File: config.mk
export PLATFORM = sky130hd
export DESIGN_NAME = team_06_volume_shifter
export DESIGN_NICKNAME = d
export VERILOG_FILES = /design/src/rtl/team_06_audio_pkg.sv /design/src/rtl/team_06_gain_mult.sv /design/src/rtl/team_06_volume_shifter.sv
export SDC_FILE = /design/constraint.sdc
export NUM_CORES = 1
export LEC_CHECK = 0
export BUFFER_PORTS_ARGS = -buffer_cell sky130_fd_sc_hd__buf_2
export CAP_MARGIN = 20
export CORE_ASPECT_RATIO = 0.8
export CORE_MARGIN = 1.5
export CORE_UTILIZATION = 45
export DETAILED_ROUTE_END_ITERATION = 6
export MAX_ROUTING_LAYER = met4
export PLACE_DENSITY = 0.71
export SLEW_MARGIN = 30
export SYNTH_ARGS = -nofsm -noshare
export SYNTH_HDL_FRONTEND = slang
export SYNTH_SLANG_ARGS = --single-unit
File: constraint.sdc
create_clock -name clk -period 10.4 [get_ports clk]
set_clock_uncertainty 0.05 [all_clocks]
set_input_delay 2.08 -clock clk [delete_from_list [all_inputs] [get_ports clk]]
set_output_delay 2.08 -clock clk [all_outputs]
set_load 0.01 [all_outputs]
File: src/rtl/team_06_audio_pkg.sv
// Shared widths, constants and types for the team_06 audio output path.
package team_06_audio_pkg;

  localparam int AUDIO_W    = 8;
  localparam int VOL_W      = 4;
  localparam int GAIN_SHIFT = 4;

  // Offset-removed sample carries one extra bit so -128..127 is representable.
  localparam int DIFF_W = AUDIO_W + 1;
  // Gain reaches 16 (volume 15 + 1), so it needs one bit more than the code.
  localparam int GAIN_W = VOL_W + 1;
  localparam int PROD_W = DIFF_W + GAIN_W;

  localparam logic [AUDIO_W-1:0] MIDSCALE = 8'h80;

  typedef logic [AUDIO_W-1:0] sample_t;
  typedef logic [VOL_W-1:0]   vol_t;

endpackage

File: src/rtl/team_06_gain_mult.sv
// Combinational shift-and-add multiplier: signed sample times unsigned gain.
module team_06_gain_mult
  import team_06_audio_pkg::*;
(
  input  logic signed [DIFF_W-1:0] d,
  input  logic        [GAIN_W-1:0] g,
  output logic signed [PROD_W-1:0] p
);

  logic signed [PROD_W-1:0] d_ext;

  assign d_ext = {{(PROD_W-DIFF_W){d[DIFF_W-1]}}, d};

  // Accumulate d shifted by k for every set bit k of the gain.
  always_comb begin
    p = '0;
    for (int k = 0; k < GAIN_W; k++) begin
      if (g[k]) begin
        p = p + (d_ext <<< k);
      end
    end
  end

endmodule

File: src/rtl/team_06_volume_shifter.sv
// Volume control stage: scales offset-binary PCM by a 4-bit volume code,
// or passes it through untouched in bypass. One registered clock of latency.
module team_06_volume_shifter
  import team_06_audio_pkg::*;
(
  input  logic               clk,
  input  logic               rst,
  input  logic [AUDIO_W-1:0] audio_in,
  input  logic [VOL_W-1:0]   volume,
  input  logic               enable_volume,
  output logic [AUDIO_W-1:0] audio_out
);

  logic signed [DIFF_W-1:0] d;
  logic        [GAIN_W-1:0] g;
  logic signed [PROD_W-1:0] p;
  logic signed [PROD_W-1:0] p_shift;
  logic        [AUDIO_W-1:0] scaled;

  // Remove the midscale bias so silence sits at zero.
  assign d = $signed({1'b0, audio_in}) - $signed({1'b0, MIDSCALE});

  // Code 0 mutes; otherwise gain = code + 1, so code 15 gives 16/16 = unity.
  assign g = (volume == '0) ? '0 : ({1'b0, volume} + GAIN_W'(1));

  team_06_gain_mult u_gain_mult (
    .d (d),
    .g (g),
    .p (p)
  );

  // Divide by 16 with floor rounding; the gain never exceeds 16 so the
  // result always lands back in -128..127 and needs no saturation.
  assign p_shift = p >>> GAIN_SHIFT;

  // Re-apply the bias: adding 0x80 to an 8-bit two's complement value.
  assign scaled = p_shift[AUDIO_W-1:0] + MIDSCALE;

  // Output register: reset to silence, otherwise scaled or bypassed sample.
  always_ff @(posedge clk) begin
    if (rst) begin
      audio_out <= MIDSCALE;
    end else if (enable_volume) begin
      audio_out <= scaled;
    end else begin
      audio_out <= audio_in;
    end
  end

  shift_in_range : assert property (@(posedge clk) disable iff (rst)
    enable_volume |-> (p_shift >= -14'sd128 && p_shift <= 14'sd127));

endmodule

# Word-level counts from Yosys, hierarchy flattened
# Index checks and enable logic that the tools add are counted.
# classes
reduce_logical	1
mux	7
add_sub_neg	7
# ops
operator	n
2-to-1 mux 12 bit	5
adder 12 bit	2
adder 12 x 10 -> 12 bit	1
adder 12 x 11 -> 12 bit	1
subtractor 8 x 8 -> 9 bit (second input constant)	1
adder 8 bit (second input constant)	1
2-to-1 mux 8 bit	1
adder 4 x 1 -> 5 bit (second input constant)	1
2-to-1 mux 5 bit	1
zero test 4 bit	1
# word_totals
reg_bits	8

# Longest topological paths before layout
# depth
depth_word	13
depth_mapped	36

# Cells and area by module
# A second synthesis with hierarchy kept.
# unflattened
cells_unflattened	342
area_unflattened_um2	2585.0
# modules_own_cells
module	cells_each	area_per_inst_um2	n_inst
team_06_gain_mult	301	2207.1	1
team_06_volume_shifter	41	377.9	1

# Worst setup path after synthesis
# OpenSTA, ideal clock, no wires.
# synth_path
kind	input -> register
startpoint	in volume[0]
endpoint	reg audio_out[7]
arrival_time_ns	8.435
t_required_ns	10.263
setup_ns	0.087
path_slack_ns	1.828
stages	34
n_path_buf	1
cell_sequence	buf_2 inv_1 ha_1 nor3b_4 nor2_1 nand3_1 fa_1 a2111oi_2 o21a_1 nor3_1 a21o_1 ha_1 a21oi_1 o21ai_0 a31oi_1 nor2b_1 xnor2_1 nand2_1 o311ai_1 ha_1 and3_1 a211oi_1 xnor2_1 nand2_1 o211ai_1 ha_1 o21ai_0 a31oi_1 nor2_1 xnor2_1 nor3_1 a2111o_1 a32o_1 o31ai_1
# synth_between
elab_chain_cells	13
elab_cells_between_ends	14
cone_classes	6 x add/sub; 7 x mux; 1 x reduce/logical
# synth_rtl
item	line_no	text
start: declaration	team_06_volume_shifter.sv:9	input logic [VOL_W-1:0] volume,
adder 4 x 1 -> 5 bit or zero test 4 bit (tied branches)	team_06_volume_shifter.sv:24	assign g = (volume == '0) ? '0 : ({1'b0, volume} + GAIN_W'(1));
2-to-1 mux 5 bit *	team_06_volume_shifter.sv:24	
2-to-1 mux 12 bit	team_06_gain_mult.sv:18	if (g[k]) begin
adder 12 x 10 -> 12 bit	team_06_gain_mult.sv:19	p = p + (d_ext <<< k);
2-to-1 mux 12 bit	team_06_gain_mult.sv:18	
adder 12 x 11 -> 12 bit	team_06_gain_mult.sv:19	
2-to-1 mux 12 bit	team_06_gain_mult.sv:18	
adder 12 bit	team_06_gain_mult.sv:19	
2-to-1 mux 12 bit	team_06_gain_mult.sv:18	
adder 12 bit	team_06_gain_mult.sv:19	
2-to-1 mux 12 bit *	team_06_gain_mult.sv:18	
adder 8 bit *	team_06_volume_shifter.sv:37	assign scaled = p_shift[AUDIO_W-1:0] + MIDSCALE;
2-to-1 mux 8 bit *	team_06_volume_shifter.sv:43	end else if (enable_volume) begin
end signal: assignment	team_06_volume_shifter.sv:44	audio_out <= scaled;
end signal: assignment	team_06_volume_shifter.sv:46	audio_out <= audio_in;
end: declaration	team_06_volume_shifter.sv:11	output logic [AUDIO_W-1:0] audio_out
# Mark *: on every way between the ends. The rest lies on a longest branch, timed or not.
# A chain may end at the register's enable or synchronous reset.

# Final worst setup path
# Ends and elaborated chain as after synthesis.

==> impl_metrics.toml <==
[outcome]
run_status = "finished, final reports clean"

[drt]
route.met2.wl_um = 2410
avgViaCountPerCell = 5.82
met1Wirelength_um = 2960
wl_per_cell_um = 14.4
wirelength_um = 5630
postRouteAntennaNets = 0
iteration_0_drc_markers = 151
drt_pass1_iterations = 4
wl_met3_um = 237
overall_via_count_from_detail_route = 2269
maxUsedRoutingLayer = "met4"
drc_errors = 0

[worst_setup_path]
slowest_delay_ns = 0.45
crit_path_start_kind = "input pin"
timing.setup.critical_path_class = "input pin to flip-flop"
required_ns = 10.50
maximum_fanout_encountered_on_the_critical_timing_path = 9
arrival_ns = 9.32
endpoint_kind = "flip-flop"
crit_top_cell = "sky130_fd_sc_hd__ha_1"
worst_path_max_delay_cell = "sky130_fd_sc_hd__fa_1"

[power]
fin_total_pwr_mw = 0.354
vdd_drop_max_uv = 80.4
total_power_divided_by_cell_area_nw_per_um2 = 144
static-leakage-power_nw = 1.11

[layout]
largest_register = "audio_out"
most_common_library_cell_in_the_layout_ignoring_fill_and_taps = "sky130_fd_sc_hd__nor2_1"
largest_register_ff_count = 8
antennaDiodeCount = 0
top_flop_regs = "audio_out x8"
nNetsFinal = 381
most-common-layout-cells = "40 x sky130_fd_sc_hd__nor2_1, 30 x sky130_fd_sc_hd__ha_1, 28 x sky130_fd_sc_hd__nand2_1, 28 x sky130_fd_sc_hd__a21oi_1, 22 x sky130_fd_sc_hd__buf_2"
final_layout_size_suffix_gt1_share_pct = 12.7
number_of_fill_cells = 460
area_growth_pct = 7.98

[grt]
initial_antenna_violation_count = 0
grt_pass1_wl_um = 9070
grt_overflow = 0
first_global_vias = 1953
grt_max_degree = 20
groute.usage.overall_pct = 21.8

[sta]
tightest_slew_ns = 0.638
final_max_slew_viol_count = 0
finalCritPeriodShare_pct = 88.7
finalSetupViolations = 0
clock.fmax_mhz = 108
sum_neg_setup_slack_ns = 0
max_slew_margin_pct = 57.5
grt_setup_unrepaired = "false"
finalHoldViolCount = 0
min_cycle_time_layout_ns = 9.22

[synth]
synthDominantCellAreaShare_pct = 16.5
synth_enable_flop_cells = 0
yosys_register_bits = 8
seq_area_frac_synth_pct = 7.05
postSynth.topFlopCell = "sky130_fd_sc_hd__dfxtp_1"
synthDominantAreaCellType = "sky130_fd_sc_hd__ha_1"
synthesis.area_per_instance_sq_um = 7.19
ys_top_cells_by_area = "sky130_fd_sc_hd__ha_1 17%, sky130_fd_sc_hd__dfxtp_1 7.0%, sky130_fd_sc_hd__xnor2_1 6.9%, sky130_fd_sc_hd__nor2_1 6.6%, sky130_fd_sc_hd__a21oi_1 6.2%"
post_synth_inst_count = 316
yosysWarnings = 0
synth.net_count = 365
synth-async-reset-ratio_pct = 0
synth_unique_cells = 58
summed_instance_area_of_the_synthesized_netlist_sq_um = 2270

[cts]
path_clk_slew_ns = 0.04
cts_resized = 0
tritoncts.num_buffers = 3
cts-root-to-sink-buffers = 2
cts.root.buffer_cell = "sky130_fd_sc_hd__clkbuf_8"
post_cts_hold_buffer_count = 0
cts_sink_cnt = 8
cts_tree = "done"
cts-htree-levels = 1
post_cts.repair.setup_buffers = 0

[min_path]
worst_hold_class = "input pin to flip-flop"
min_delay_path_depth = 2

[floorplanning]
initial_core_util_pct = 48.3
die_h_um = 66.6
fp.dieW_um = 82.4
coreArea_sq_um = 4710
floorplan.die_area_sq_um = 5490
floorplan.rows = 22
pin_count = 23

[placement]
gp_routability_congestion = 0.927
io_buffer_count = 22
hpwlAfterDp_um = 4600

[flow_run]
max_cap_viol_count = 0
[layout make-up]
class                   count  area [sq um]  share of cell area (%)
multi-input cells         281          2000                    81.6
flip-flops and latches      8           160                    6.53
repair buffers             23           118                    4.79
well taps                  60          75.1                    3.06
inverters                  15          56.3                    2.29
clock buffers               3          41.3                    1.68
[power by group]
group	leakage (nW)	switching (mW)	internal (mW)
sequential	0.0667	0.000878	0.0354
clock	0.0216	0.0129	0.0251
combinational	1.02	0.153	0.127
total	1.11	0.167	0.187
[metrics by stage]
stage	area, sq um	util, %	hold slack (ns)	cells	worst slack (ns)
after CTS	2450	52.1	2.10	390	1.27
final	2450	52.1	2.11	390	1.18
after global routing	2450	52.1	2.12	390	0.531
after global placement	2410	51.2	2.34	387	1.36
after floorplan	2270	-	2.17	316	1.83
after detailed placement	2410	51.2	2.35	387	1.03
[worst paths after layout]
path | start | end | slack, ns
max | volume[0] | audio_out[7]$_SDFF_PP1_ | 1.18
min | rst | audio_out[6]$_SDFF_PP0_ | 2.11
[logic make-up after synthesis]
logic type	count (synthesis)	share of synthesized area (%)
flip-flops	8	7.05
buffers and inverters	27	4.79
multiplexers	7	3.30
AO/OA/AOI/OAI	101	31.2
XOR/XNOR	26	10.0
adder cells (fa/ha/maj)	34	20.0
AND/OR/NAND/NOR	113	23.6
[critical path, delay by kind of cell]
family          cells  cell delay, ns
compound gates     13            2.71
xor+xnor            3            0.39
buf+inv             2            0.28
mux                 1            0.35
simple gates       10            1.82
fa+ha+maj           5            1.67
[Yosys cell counts, types with 2 or more instances]
master	n
sky130_fd_sc_hd__a211o_1	6
sky130_fd_sc_hd__a211oi_1	4
sky130_fd_sc_hd__a211oi_2	2
sky130_fd_sc_hd__a21o_1	8
sky130_fd_sc_hd__a21oi_1	28
sky130_fd_sc_hd__a221o_1	2
sky130_fd_sc_hd__a31o_2	2
sky130_fd_sc_hd__a31oi_1	5
sky130_fd_sc_hd__and2_1	3
sky130_fd_sc_hd__and3_1	3
sky130_fd_sc_hd__buf_2	3
sky130_fd_sc_hd__clkbuf_1	7
sky130_fd_sc_hd__dfxtp_1	8
sky130_fd_sc_hd__fa_1	4
sky130_fd_sc_hd__ha_1	30
sky130_fd_sc_hd__inv_1	14
sky130_fd_sc_hd__mux2_2	4
sky130_fd_sc_hd__mux2i_1	3
sky130_fd_sc_hd__nand2_1	28
sky130_fd_sc_hd__nand2b_1	5
sky130_fd_sc_hd__nand3_1	10
sky130_fd_sc_hd__nor2_1	40
sky130_fd_sc_hd__nor2b_1	5
sky130_fd_sc_hd__nor3_1	10
sky130_fd_sc_hd__o211ai_1	5
sky130_fd_sc_hd__o21a_1	8
sky130_fd_sc_hd__o21ai_0	10
sky130_fd_sc_hd__o21ai_1	3
sky130_fd_sc_hd__o31ai_1	2
sky130_fd_sc_hd__or2_2	2
sky130_fd_sc_hd__xnor2_1	18
sky130_fd_sc_hd__xor2_1	8
[routing by layer]
metal	track usage (%)	up-vias
met3	2.88	4
met5	-	-
met1	31.2	1041
li1	-	1178
met2	33.5	46
met4	2.12	0
Power figures use the tool's default switching activity.
